===== config.mk =====
export PLATFORM = sky130hd
export DESIGN_NAME = param_wb_cache
export DESIGN_NICKNAME = d
export VERILOG_FILES = /design/src/rtl/cache_pkg.sv /design/src/rtl/cache_line_array.sv /design/src/rtl/param_wb_cache.sv
export SDC_FILE = /design/constraint.sdc
export NUM_CORES = 1
export LEC_CHECK = 0
export CAP_MARGIN = 20
export CORE_MARGIN = 2
export CORE_UTILIZATION = 62
export DETAILED_ROUTE_END_ITERATION = 8
export DONT_BUFFER_PORTS = 1
export PLACE_DENSITY = 0.77
export SLEW_MARGIN = 20
export SYNTH_ARGS = -nofsm -noshare
export SYNTH_HDL_FRONTEND = slang
export SYNTH_SLANG_ARGS = --single-unit

===== constraint.sdc =====
create_clock -name clk -period 4.08 [get_ports clk]
set_input_delay 0.816 -clock clk [delete_from_list [all_inputs] [get_ports clk]]
set_output_delay 0.816 -clock clk [all_outputs]
set_load 0.05 [all_outputs]

===== src/rtl/cache_pkg.sv =====
// Shared types and helpers for the parametrised write-back cache controller.
package cache_pkg;

    typedef enum logic [1:0] {
        IDLE,
        COMPARE,
        WRITEBACK,
        ALLOCATE
    } state_t;

    localparam logic RWB_READ  = 1'b1;
    localparam logic RWB_WRITE = 1'b0;

    function automatic int unsigned tag_width(input int unsigned addr_w, input int unsigned index_w);
        return addr_w - index_w;
    endfunction

endpackage


===== src/rtl/cache_line_array.sv =====
// Direct-mapped line storage: valid/dirty flags (async cleared) plus tag/data arrays.
module cache_line_array #(
    parameter int unsigned INDEX_W = 3,
    parameter int unsigned TAG_W   = 3,
    parameter int unsigned DATA_W  = 8
) (
    input  logic               clk,
    input  logic               reset,
    input  logic [INDEX_W-1:0] rd_idx,
    output logic               rd_valid_c,
    output logic               rd_dirty_c,
    output logic [TAG_W-1:0]   rd_tag_c,
    output logic [DATA_W-1:0]  rd_data_c,
    input  logic               wr_en,
    input  logic [INDEX_W-1:0] wr_idx,
    input  logic               wr_dirty,
    input  logic [TAG_W-1:0]   wr_tag,
    input  logic [DATA_W-1:0]  wr_data
);
    localparam int unsigned LINES = 2 ** INDEX_W;

    logic [LINES-1:0]  valid_q;
    logic [LINES-1:0]  dirty_q;
    logic [TAG_W-1:0]  tag_q  [LINES];
    logic [DATA_W-1:0] data_q [LINES];

    // Every write installs a line, so it always becomes valid.
    always_ff @(posedge clk or negedge reset) begin
        if (!reset) begin
            valid_q <= '0;
            dirty_q <= '0;
        end else if (wr_en) begin
            valid_q[wr_idx] <= 1'b1;
            dirty_q[wr_idx] <= wr_dirty;
        end
    end

    // Tag and data contents are meaningless until valid, so they carry no reset.
    always_ff @(posedge clk) begin
        if (wr_en) begin
            tag_q[wr_idx]  <= wr_tag;
            data_q[wr_idx] <= wr_data;
        end
    end

    assign rd_valid_c = valid_q[rd_idx];
    assign rd_dirty_c = dirty_q[rd_idx];
    assign rd_tag_c   = tag_q[rd_idx];
    assign rd_data_c  = data_q[rd_idx];

endmodule


===== src/rtl/param_wb_cache.sv =====
// Direct-mapped write-back, write-allocate cache controller with CPU valid/ready and memory req/ack.
module param_wb_cache
    import cache_pkg::*;
#(
    parameter int unsigned ADDR_W  = 6,
    parameter int unsigned DATA_W  = 8,
    parameter int unsigned INDEX_W = 3,
    parameter int unsigned CNT_W   = 16
) (
    input  logic              clk,
    input  logic              reset,
    input  logic              cpu_req_valid,
    output logic              cpu_req_ready,
    input  logic              cpu_rwb,
    input  logic [ADDR_W-1:0] cpu_addr,
    input  logic [DATA_W-1:0] cpu_wdata,
    output logic              cpu_resp_valid,
    output logic [DATA_W-1:0] cpu_rdata,
    output logic              cpu_hit,
    output logic              mem_req_valid,
    output logic              mem_req_we,
    output logic [ADDR_W-1:0] mem_addr,
    output logic [DATA_W-1:0] mem_wdata,
    input  logic              mem_ack,
    input  logic [DATA_W-1:0] mem_rdata,
    output logic [CNT_W-1:0]  hit_count,
    output logic [CNT_W-1:0]  miss_count
);
    localparam int unsigned TAG_W = tag_width(ADDR_W, INDEX_W);

    state_t             state, state_n;
    logic               req_rwb, req_rwb_n;
    logic [ADDR_W-1:0]  req_addr, req_addr_n;
    logic [DATA_W-1:0]  req_wdata, req_wdata_n;
    logic               ready_n, resp_valid_n, hit_n;
    logic [DATA_W-1:0]  rdata_n;
    logic               mreq_valid_n, mreq_we_n;
    logic [ADDR_W-1:0]  maddr_n;
    logic [DATA_W-1:0]  mwdata_n;
    logic [CNT_W-1:0]   hit_cnt_n, miss_cnt_n;

    logic [INDEX_W-1:0] idx;
    logic [TAG_W-1:0]   req_tag;
    logic               line_valid_c, line_dirty_c, lookup_hit_c, mem_done_c;
    logic [TAG_W-1:0]   line_tag_c;
    logic [DATA_W-1:0]  line_data_c;
    logic               wr_en, wr_dirty;
    logic [DATA_W-1:0]  wr_data;

    function automatic logic [CNT_W-1:0] sat_inc(input logic [CNT_W-1:0] v);
        return (&v) ? v : v + CNT_W'(1);
    endfunction

    assign idx          = req_addr[INDEX_W-1:0];
    assign req_tag      = req_addr[ADDR_W-1:INDEX_W];
    assign lookup_hit_c = line_valid_c && (line_tag_c == req_tag);
    assign mem_done_c   = mem_req_valid && mem_ack;

    cache_line_array #(
        .INDEX_W (INDEX_W),
        .TAG_W   (TAG_W),
        .DATA_W  (DATA_W)
    ) u_lines (
        .clk        (clk),
        .reset      (reset),
        .rd_idx     (idx),
        .rd_valid_c (line_valid_c),
        .rd_dirty_c (line_dirty_c),
        .rd_tag_c   (line_tag_c),
        .rd_data_c  (line_data_c),
        .wr_en      (wr_en),
        .wr_idx     (idx),
        .wr_dirty   (wr_dirty),
        .wr_tag     (req_tag),
        .wr_data    (wr_data)
    );

    // State and all outputs are registered together.
    always_ff @(posedge clk or negedge reset) begin
        if (!reset) begin
            state          <= IDLE;
            req_rwb        <= RWB_READ;
            req_addr       <= '0;
            req_wdata      <= '0;
            cpu_req_ready  <= 1'b1;
            cpu_resp_valid <= 1'b0;
            cpu_rdata      <= '0;
            cpu_hit        <= 1'b0;
            mem_req_valid  <= 1'b0;
            mem_req_we     <= 1'b0;
            mem_addr       <= '0;
            mem_wdata      <= '0;
            hit_count      <= '0;
            miss_count     <= '0;
        end else begin
            state          <= state_n;
            req_rwb        <= req_rwb_n;
            req_addr       <= req_addr_n;
            req_wdata      <= req_wdata_n;
            cpu_req_ready  <= ready_n;
            cpu_resp_valid <= resp_valid_n;
            cpu_rdata      <= rdata_n;
            cpu_hit        <= hit_n;
            mem_req_valid  <= mreq_valid_n;
            mem_req_we     <= mreq_we_n;
            mem_addr       <= maddr_n;
            mem_wdata      <= mwdata_n;
            hit_count      <= hit_cnt_n;
            miss_count     <= miss_cnt_n;
        end
    end

    always_comb begin
        state_n      = state;
        req_rwb_n    = req_rwb;
        req_addr_n   = req_addr;
        req_wdata_n  = req_wdata;
        ready_n      = cpu_req_ready;
        resp_valid_n = 1'b0;
        rdata_n      = cpu_rdata;
        hit_n        = cpu_hit;
        mreq_valid_n = mem_req_valid;
        mreq_we_n    = mem_req_we;
        maddr_n      = mem_addr;
        mwdata_n     = mem_wdata;
        hit_cnt_n    = hit_count;
        miss_cnt_n   = miss_count;
        wr_en        = 1'b0;
        wr_dirty     = 1'b0;
        wr_data      = req_wdata;

        case (state)
            IDLE: begin
                if (cpu_req_valid && cpu_req_ready) begin
                    req_rwb_n   = cpu_rwb;
                    req_addr_n  = cpu_addr;
                    req_wdata_n = cpu_wdata;
                    ready_n     = 1'b0;
                    state_n     = COMPARE;
                end
            end
            COMPARE: begin
                if (lookup_hit_c) begin
                    resp_valid_n = 1'b1;
                    hit_n        = 1'b1;
                    ready_n      = 1'b1;
                    hit_cnt_n    = sat_inc(hit_count);
                    state_n      = IDLE;
                    if (req_rwb == RWB_READ) begin
                        rdata_n = line_data_c;
                    end else begin
                        rdata_n  = '0;
                        wr_en    = 1'b1;
                        wr_dirty = 1'b1;
                    end
                end else begin
                    miss_cnt_n   = sat_inc(miss_count);
                    mreq_valid_n = 1'b1;
                    if (line_valid_c && line_dirty_c) begin
                        mreq_we_n = 1'b1;
                        maddr_n   = {line_tag_c, idx};
                        mwdata_n  = line_data_c;
                        state_n   = WRITEBACK;
                    end else begin
                        mreq_we_n = 1'b0;
                        maddr_n   = req_addr;
                        mwdata_n  = '0;
                        state_n   = ALLOCATE;
                    end
                end
            end
            WRITEBACK: begin
                // Victim accepted: switch straight to the fill request, no idle gap.
                if (mem_done_c) begin
                    mreq_we_n = 1'b0;
                    maddr_n   = req_addr;
                    mwdata_n  = '0;
                    state_n   = ALLOCATE;
                end
            end
            ALLOCATE: begin
                if (mem_done_c) begin
                    wr_en        = 1'b1;
                    wr_dirty     = (req_rwb == RWB_WRITE);
                    wr_data      = (req_rwb == RWB_READ) ? mem_rdata : req_wdata;
                    mreq_valid_n = 1'b0;
                    mreq_we_n    = 1'b0;
                    resp_valid_n = 1'b1;
                    hit_n        = 1'b0;
                    rdata_n      = (req_rwb == RWB_READ) ? mem_rdata : '0;
                    ready_n      = 1'b1;
                    state_n      = IDLE;
                end
            end
            default: state_n = IDLE;
        endcase
    end

endmodule


==> results of run 1 <==
-- routing by layer --
| layer | up-vias | GRT usage, % | share of wire [%] |
|---|---|---|---|
| met1 | 2448 | 34.7 | 41 |
| met4 | 0 | 10.5 | 2.5 |
| li1 | 2148 | - | - |
| met3 | 37 | 8.25 | 6.9 |
| met2 | 188 | 41.7 | 50 |
| met5 | - | 0 | 0 |
-- synth_stat cells, drive strengths merged, types with 6 or more instances --
library cell,number
a211oi,9
a21oi,10
a221oi,7
and3,6
buf,15
clkbuf,13
dfrtp,90
edfxtp,88
inv,19
mux2,42
mux2i,28
mux4,8
nand2,39
nand3,22
nand4,11
nor2,37
nor3,14
nor4,6
o211ai,7
o21ai,12
or2,9
xnor2,14
xor2,18
-- worst max-delay path: stages, from the launching register on --
cell and delay [ns]:
dfrtp_1 0.75, mux2i_1 0.16, mux4_2 0.52, xor2_2 0.16, nand2_2 0.11, or4_1 0.70
nand2_1 0.19, and2_1 0.50
-- stage by stage --
stage	worst slack (ns)	power (uW)
floorplan	0.976	3900
global placement	0.753	4230
detailed placement	0.667	4280
CTS	0.619	5960
global route	0.438	6190
finish	0.623	5950
-- power by group --
part	switching, uW	internal (uW)	total [uW]	leakage (uW)
logic	770	518	1290	0.00121
clock network	700	986	1690	0.000301
registers	735	2240	2980	0.00197
total	2210	3750	5950	0.00349
-- layout make-up --
class,count,area (um2)
tap,172,215
inverter,19,71.3
clock buffer,18,439
timing repair buffer,14,105
clock inverter,14,171
sequential,180,4950
multi-input combinational,348,2680
fill,871,3840
antenna,1,2.50
-- cells in the final DEF, fill, tap and decap left out, types with 4 or more instances in the layout --
cell,instances
a211oi_2,6
a21oi_1,9
a221oi_1,7
and3_1,6
buf_4,14
clkbuf_16,17
dfrtp_1,90
edfxtp_1,88
inv_1,19
inv_6,4
mux2_2,41
mux2i_1,28
mux4_2,8
nand2_1,38
nand3_1,22
nand4_1,11
nor2_1,36
nor2b_1,4
nor3_1,9
nor3_2,5
nor4_1,5
o211ai_1,7
o21ai_0,11
o22a_1,4
o31ai_1,4
or2_2,7
xnor2_1,14
xor2_1,16
-- path summary, 6_finish.rpt --
check                              startpoint              endpoint  slack (ns)  cells after the start
min in group clk                cpu_req_valid         cpu_req_ready        0.46                      1
min                                     reset           req_addr[5]        0.08                      0
min reg2reg                u_lines.valid_q[3]    u_lines.valid_q[3]        0.47                      1
max in group asynchronous               reset               req_rwb        3.76                      0
max                               req_addr[0]  u_lines.data_q[0][3]        0.62                      7
max reg2reg                       req_addr[0]  u_lines.data_q[0][3]        0.62                      7
-- registers in the layout (all words and copies together), names as in the netlist, 8 cells and up, named ones only --
signal and cells:
u_lines.data_q 64, u_lines.tag_q 24, hit_count 16, miss_count 16
cpu_rdata 8, mem_wdata 8, req_wdata 8, u_lines.dirty_q 8
u_lines.valid_q 8
-- logic make-up (layout without fill, tap and decap cells) --
family | count (synthesis) | count (layout)
AO/OA/AOI/OAI | 76 | 76
XOR/XNOR | 32 | 32
adder cells (fa/ha/maj) | 2 | 2
buffers and inverters | 47 | 65
flip-flops | 180 | 180
multiplexers | 78 | 78
other | 0 | 1
AND/OR/NAND/NOR | 160 | 160
==> flow_metrics.env, run 1 <==
export IMPL_die_h_um=116
export IMPL_coreArea_mm2=0.0125
export IMPL_cts_num_sinks=180
export IMPL_finalInstanceArea_mm2=0.00863
export IMPL_place_inst=733
export IMPL_clockRootBuffer="clkbuf_16"
export IMPL_ios=86
export IMPL_syn_area_mm2=0.00784
export IMPL_hpwl_um=11600
export IMPL_yosys_area_top_type_share_pct=33.7
export IMPL_ys_seq_elements=180
export IMPL_tns_ns=0
export IMPL_wl_um=17200
export IMPL_async_reset_ff_share_pct=51.1
export IMPL_grt_ovfl_total=0
export IMPL_min_period_over_period_pct=84.7
export IMPL_synth_cells=575
export IMPL_grt_setup_unrepaired="false"
export IMPL_areaGrowthSynthToFinish_pct=9.99
export IMPL_dieArea_mm2=0.0136
export IMPL_synth_area_per_cell_um2=13.6
export IMPL_worstMarginPinSlew_ns=0.925
export IMPL_start_util_pct=62.9
export IMPL_grt_max_degree=93
export IMPL_cts_buffers_inserted=17
export IMPL_cp_max_fo=13
export IMPL_cts_tree="built"
export IMPL_status="finished, final reports clean"
export IMPL_grt_pass1_wl_um=26000
export IMPL_ys_types=61
export IMPL_drt_pass1_iter_count=5
export IMPL_ys_flop_type="dfrtp_1"
export IMPL_arrival_ns=3.53
export IMPL_postSynthNetCount=604
export IMPL_vias=4821
export IMPL_cts_resized_gates=0
export IMPL_hold_path_class="input pin to asynchronous set/reset pin"
export IMPL_setup_violations=0
export IMPL_placed_area_mm2=0.00801
export IMPL_synth_edf_count=88
export IMPL_hold_slack_ns=0.0776
export IMPL_antenna_found_initial=1
export IMPL_max_freq_mhz=289
export IMPL_first_global_vias=4706
export IMPL_fin_crit_ns=3.46
export IMPL_synth_fa_ha_area_share_pct=0.319
export IMPL_grtUsageTotal_pct=26.4
export IMPL_clk_pin_slew_ns=0.07
export IMPL_required_ns=4.16
export IMPL_synth_compound_area_share_pct=7.64
export IMPL_fin_nets=609
export IMPL_drv_slew=0
export IMPL_clk_path_buf_depth=2
export IMPL_cts_max_level=4
export IMPL_synth_top_area_cell="edfxtp_1"
export IMPL_drc=0
export IMPL_die_w_um=116
export IMPL_row_count=41
export IMPL_layout_cells_non_filler=766
export IMPL_p_leak_uw=0.00349
export IMPL_setup_worst_path_class="register to register"
export IMPL_vias_per_cell=6.29
export IMPL_cp_end_kind="register"
export IMPL_postCtsHoldBufs=0
export IMPL_portBuffers=0
export IMPL_place_gp_congestion=0.875
export IMPL_vdd_drop_max_v=0.000487
export IMPL_ant_nets=0
export IMPL_clk_latency_ns=0.44
export IMPL_slew_headroom_pct=38.4
export IMPL_drt_first_iter_violations=420
export IMPL_clock_skew_ns=0.00862
export IMPL_utilization_pct=69.2
export IMPL_synth_simple_gate_area_share_pct=10.4
export IMPL_synth_area_leaders="edfxtp_1, dfrtp_1, mux2_2"
export IMPL_synth_top_family_by_area="multiplexers"
export IMPL_synthMuxAreaShare_pct=11.9
export IMPL_wl_per_cell_um=22.5
export IMPL_maxCapViolCount=0
export IMPL_ys_seq_area_share_pct=63.1
export IMPL_ys_warn_count=0
export IMPL_cellPowerDensity_mw_per_mm2=690
export IMPL_cts_setup_buffers=0
export IMPL_synth_xor_area_share_pct=3.76
export IMPL_drive_above_1_share_pct=20.9
export IMPL_cp_start_kind="register"
export IMPL_hold_violations=0
(Power assumes the default switching activity.)
==> run 2, diff against run 1 <==
clock period = 3.6 ns   (was 4.08 ns; I/O delays follow)
==> run 2 against run 1 <==
Effect of this change: design area up 0.88%; clock-buffer cell count up 6; via count down 0.23%; critical path type unchanged.
==> flow_metrics.env, run 2 (synthesis results as in run 1) <==
export IMPL_drt_first_iter_violations=347
export IMPL_cts_num_sinks=180
export IMPL_first_global_vias=4660
export IMPL_cpPeakStageDelay_ns=0.74
export IMPL_status="finished, final reports clean"
export IMPL_largest_reg_flops=64
export IMPL_cp_end_kind="register"
export IMPL_cpMaxStageDelayCell="dfrtp_1"
export IMPL_worstMarginPinSlew_ns=0.963
export IMPL_arrival_ns=3.38
export IMPL_cellPowerDensity_mw_per_mm2=777
export IMPL_vias_per_cell=6.24
export IMPL_dieArea_mm2=0.0136
export IMPL_setup_worst_path_class="register to register"
export IMPL_setup_violations=0
export IMPL_die_w_um=116
export IMPL_cp_max_fo=13
export IMPL_cts_tree="built"
export IMPL_fin_nets=615
export IMPL_vias=4810
export IMPL_ant_nets=0
export IMPL_hold_path_class="input pin to asynchronous set/reset pin"
export IMPL_maxCapViolCount=0
export IMPL_clk_pin_slew_ns=0.06
export IMPL_hpwl_um=11700
export IMPL_coreArea_mm2=0.0125
export IMPL_slew_headroom_pct=35.8
export IMPL_grt_setup_unrepaired="false"
export IMPL_ios=86
export IMPL_most_common_layout_cells="dfrtp_1, edfxtp_1, mux2_2, nand2_1, nor2_1"
export IMPL_clock_skew_ns=0.00892
export IMPL_p_leak_uw=0.00353
export IMPL_grtUsageTotal_pct=26.2
export IMPL_grt_pass1_wl_um=25800
export IMPL_worst_slack_ns=0.287
export IMPL_power_total_uw=6760
export IMPL_layout_commonest_cell="dfrtp_1"
export IMPL_crit_buf_inv=0
export IMPL_cts_buffers_inserted=17
export IMPL_clockRootBuffer="clkbuf_16"
export IMPL_drive_above_1_share_pct=21.4
export IMPL_cp_start_kind="register"
export IMPL_drt_pass1_iter_count=5
export IMPL_required_ns=3.67
export IMPL_place_gp_congestion=0.856
export IMPL_clk_path_buf_depth=2
export IMPL_reg_top3="u_lines.data_q x64, u_lines.tag_q x24"
export IMPL_grt_ovfl_total=0
export IMPL_cp_top_family="simple AND/OR/NAND/NOR gates"
export IMPL_wl_per_cell_um=22.1
export IMPL_num_fill_cells=851
export IMPL_n_antenna_cell=0
export IMPL_drc=0
export IMPL_grt_max_degree=91
export IMPL_start_util_pct=62.9
export IMPL_row_count=41
export IMPL_hold_violations=0
export IMPL_drv_slew=0
export IMPL_vdd_drop_max_v=0.000526
export IMPL_utilization_pct=69.8
export IMPL_min_period_over_period_pct=92.0
export IMPL_wl_um=17000
export IMPL_worstPathCellList="mux2i_1 > mux4_2 > xor2_2 > nand2_2 > or4_1 > nand2_1 > and2_1"
export IMPL_areaGrowthSynthToFinish_pct=11.0
export IMPL_hold_slack_ns=0.121
export IMPL_tns_ns=0
export IMPL_top_register="u_lines.data_q"
export IMPL_clk_latency_ns=0.44
export IMPL_die_h_um=116
export IMPL_fin_crit_ns=3.31
export IMPL_cts_resized_gates=0
export IMPL_portBuffers=0
export IMPL_max_freq_mhz=302
export IMPL_antenna_found_initial=0
export IMPL_cts_max_level=4
export IMPL_dp_slack_ns=0.315
run 2: cell types whose count changed in the layout (fill, tap and decap cells not counted), moves of 2 or more:
cell	before	now
clkbuf_16	17	20
inv_6	4	1
clkbuf_1	0	3
clkinv_2	3	1
buf_4	14	18
bufinv_16	3	1
run 2: power breakdown:
group          internal [uW]  total (uW)  switching (uW)
Sequential              2540        3370             826
Combinational            610        1510             904
Clock                   1100        1880             778
Total                   4250        6760            2510
run 2: area by class of cell:
class	count	area, um2	area share (%)
sequential	180	4950	56.8
tap	172	215	2.47
inverter	19	71.3	0.819
clock inverter	8	86.3	0.992
clock buffer	24	526	6.04
multi-input combinational	348	2680	30.7
timing repair buffer	20	183	2.10
run 2: routing by layer:
| metal | track usage (%) | up-vias | part of all wire, % |
|---|---|---|---|
| met5 | 0 | - | 0 |
| met4 | 10.3 | 0 | 2.6 |
| met3 | 7.94 | 38 | 6.1 |
| met2 | 42.1 | 180 | 50 |
| met1 | 33.7 | 2441 | 41 |
| li1 | - | 2151 | - |
run 2: repair_timing:
| item | CTS | global route |
|---|---|---|
| endpoints found under the hold margin | 90 | 0 |
| hold buffers | 1 | 0 |
| buffers inserted | 0 | 0 |
run 2: worst paths after layout:
check,start,depth (start not counted),slack (ns),end
max in group asynchronous,reset,1,3.04,req_wdata[5]
max reg2reg,req_addr[0],7,0.29,u_lines.tag_q[0][2]
min reg2reg,u_lines.valid_q[1],1,0.46,u_lines.valid_q[1]
min in group clk,cpu_req_valid,1,0.36,cpu_req_ready
min,reset,0,0.12,req_rwb
max,req_addr[0],7,0.29,u_lines.tag_q[0][2]
run 2: per-stage QoR:
stage / instance area, um2 / std cells
finish: 8700 / 771
global route: 8700 / 771
CTS: 8700 / 771
detailed placement: 8060 / 738
global placement: 8060 / 738
floorplan: 7840 / 575
run 2: worst register-to-register path, delay by kind of cell, from the launching register on:
family | cells | cell delay (ns)
XOR/XNOR | 1 | 0.17
flip-flops | 1 | 0.74
multiplexers | 2 | 0.71
AND/OR/NAND/NOR | 4 | 1.33
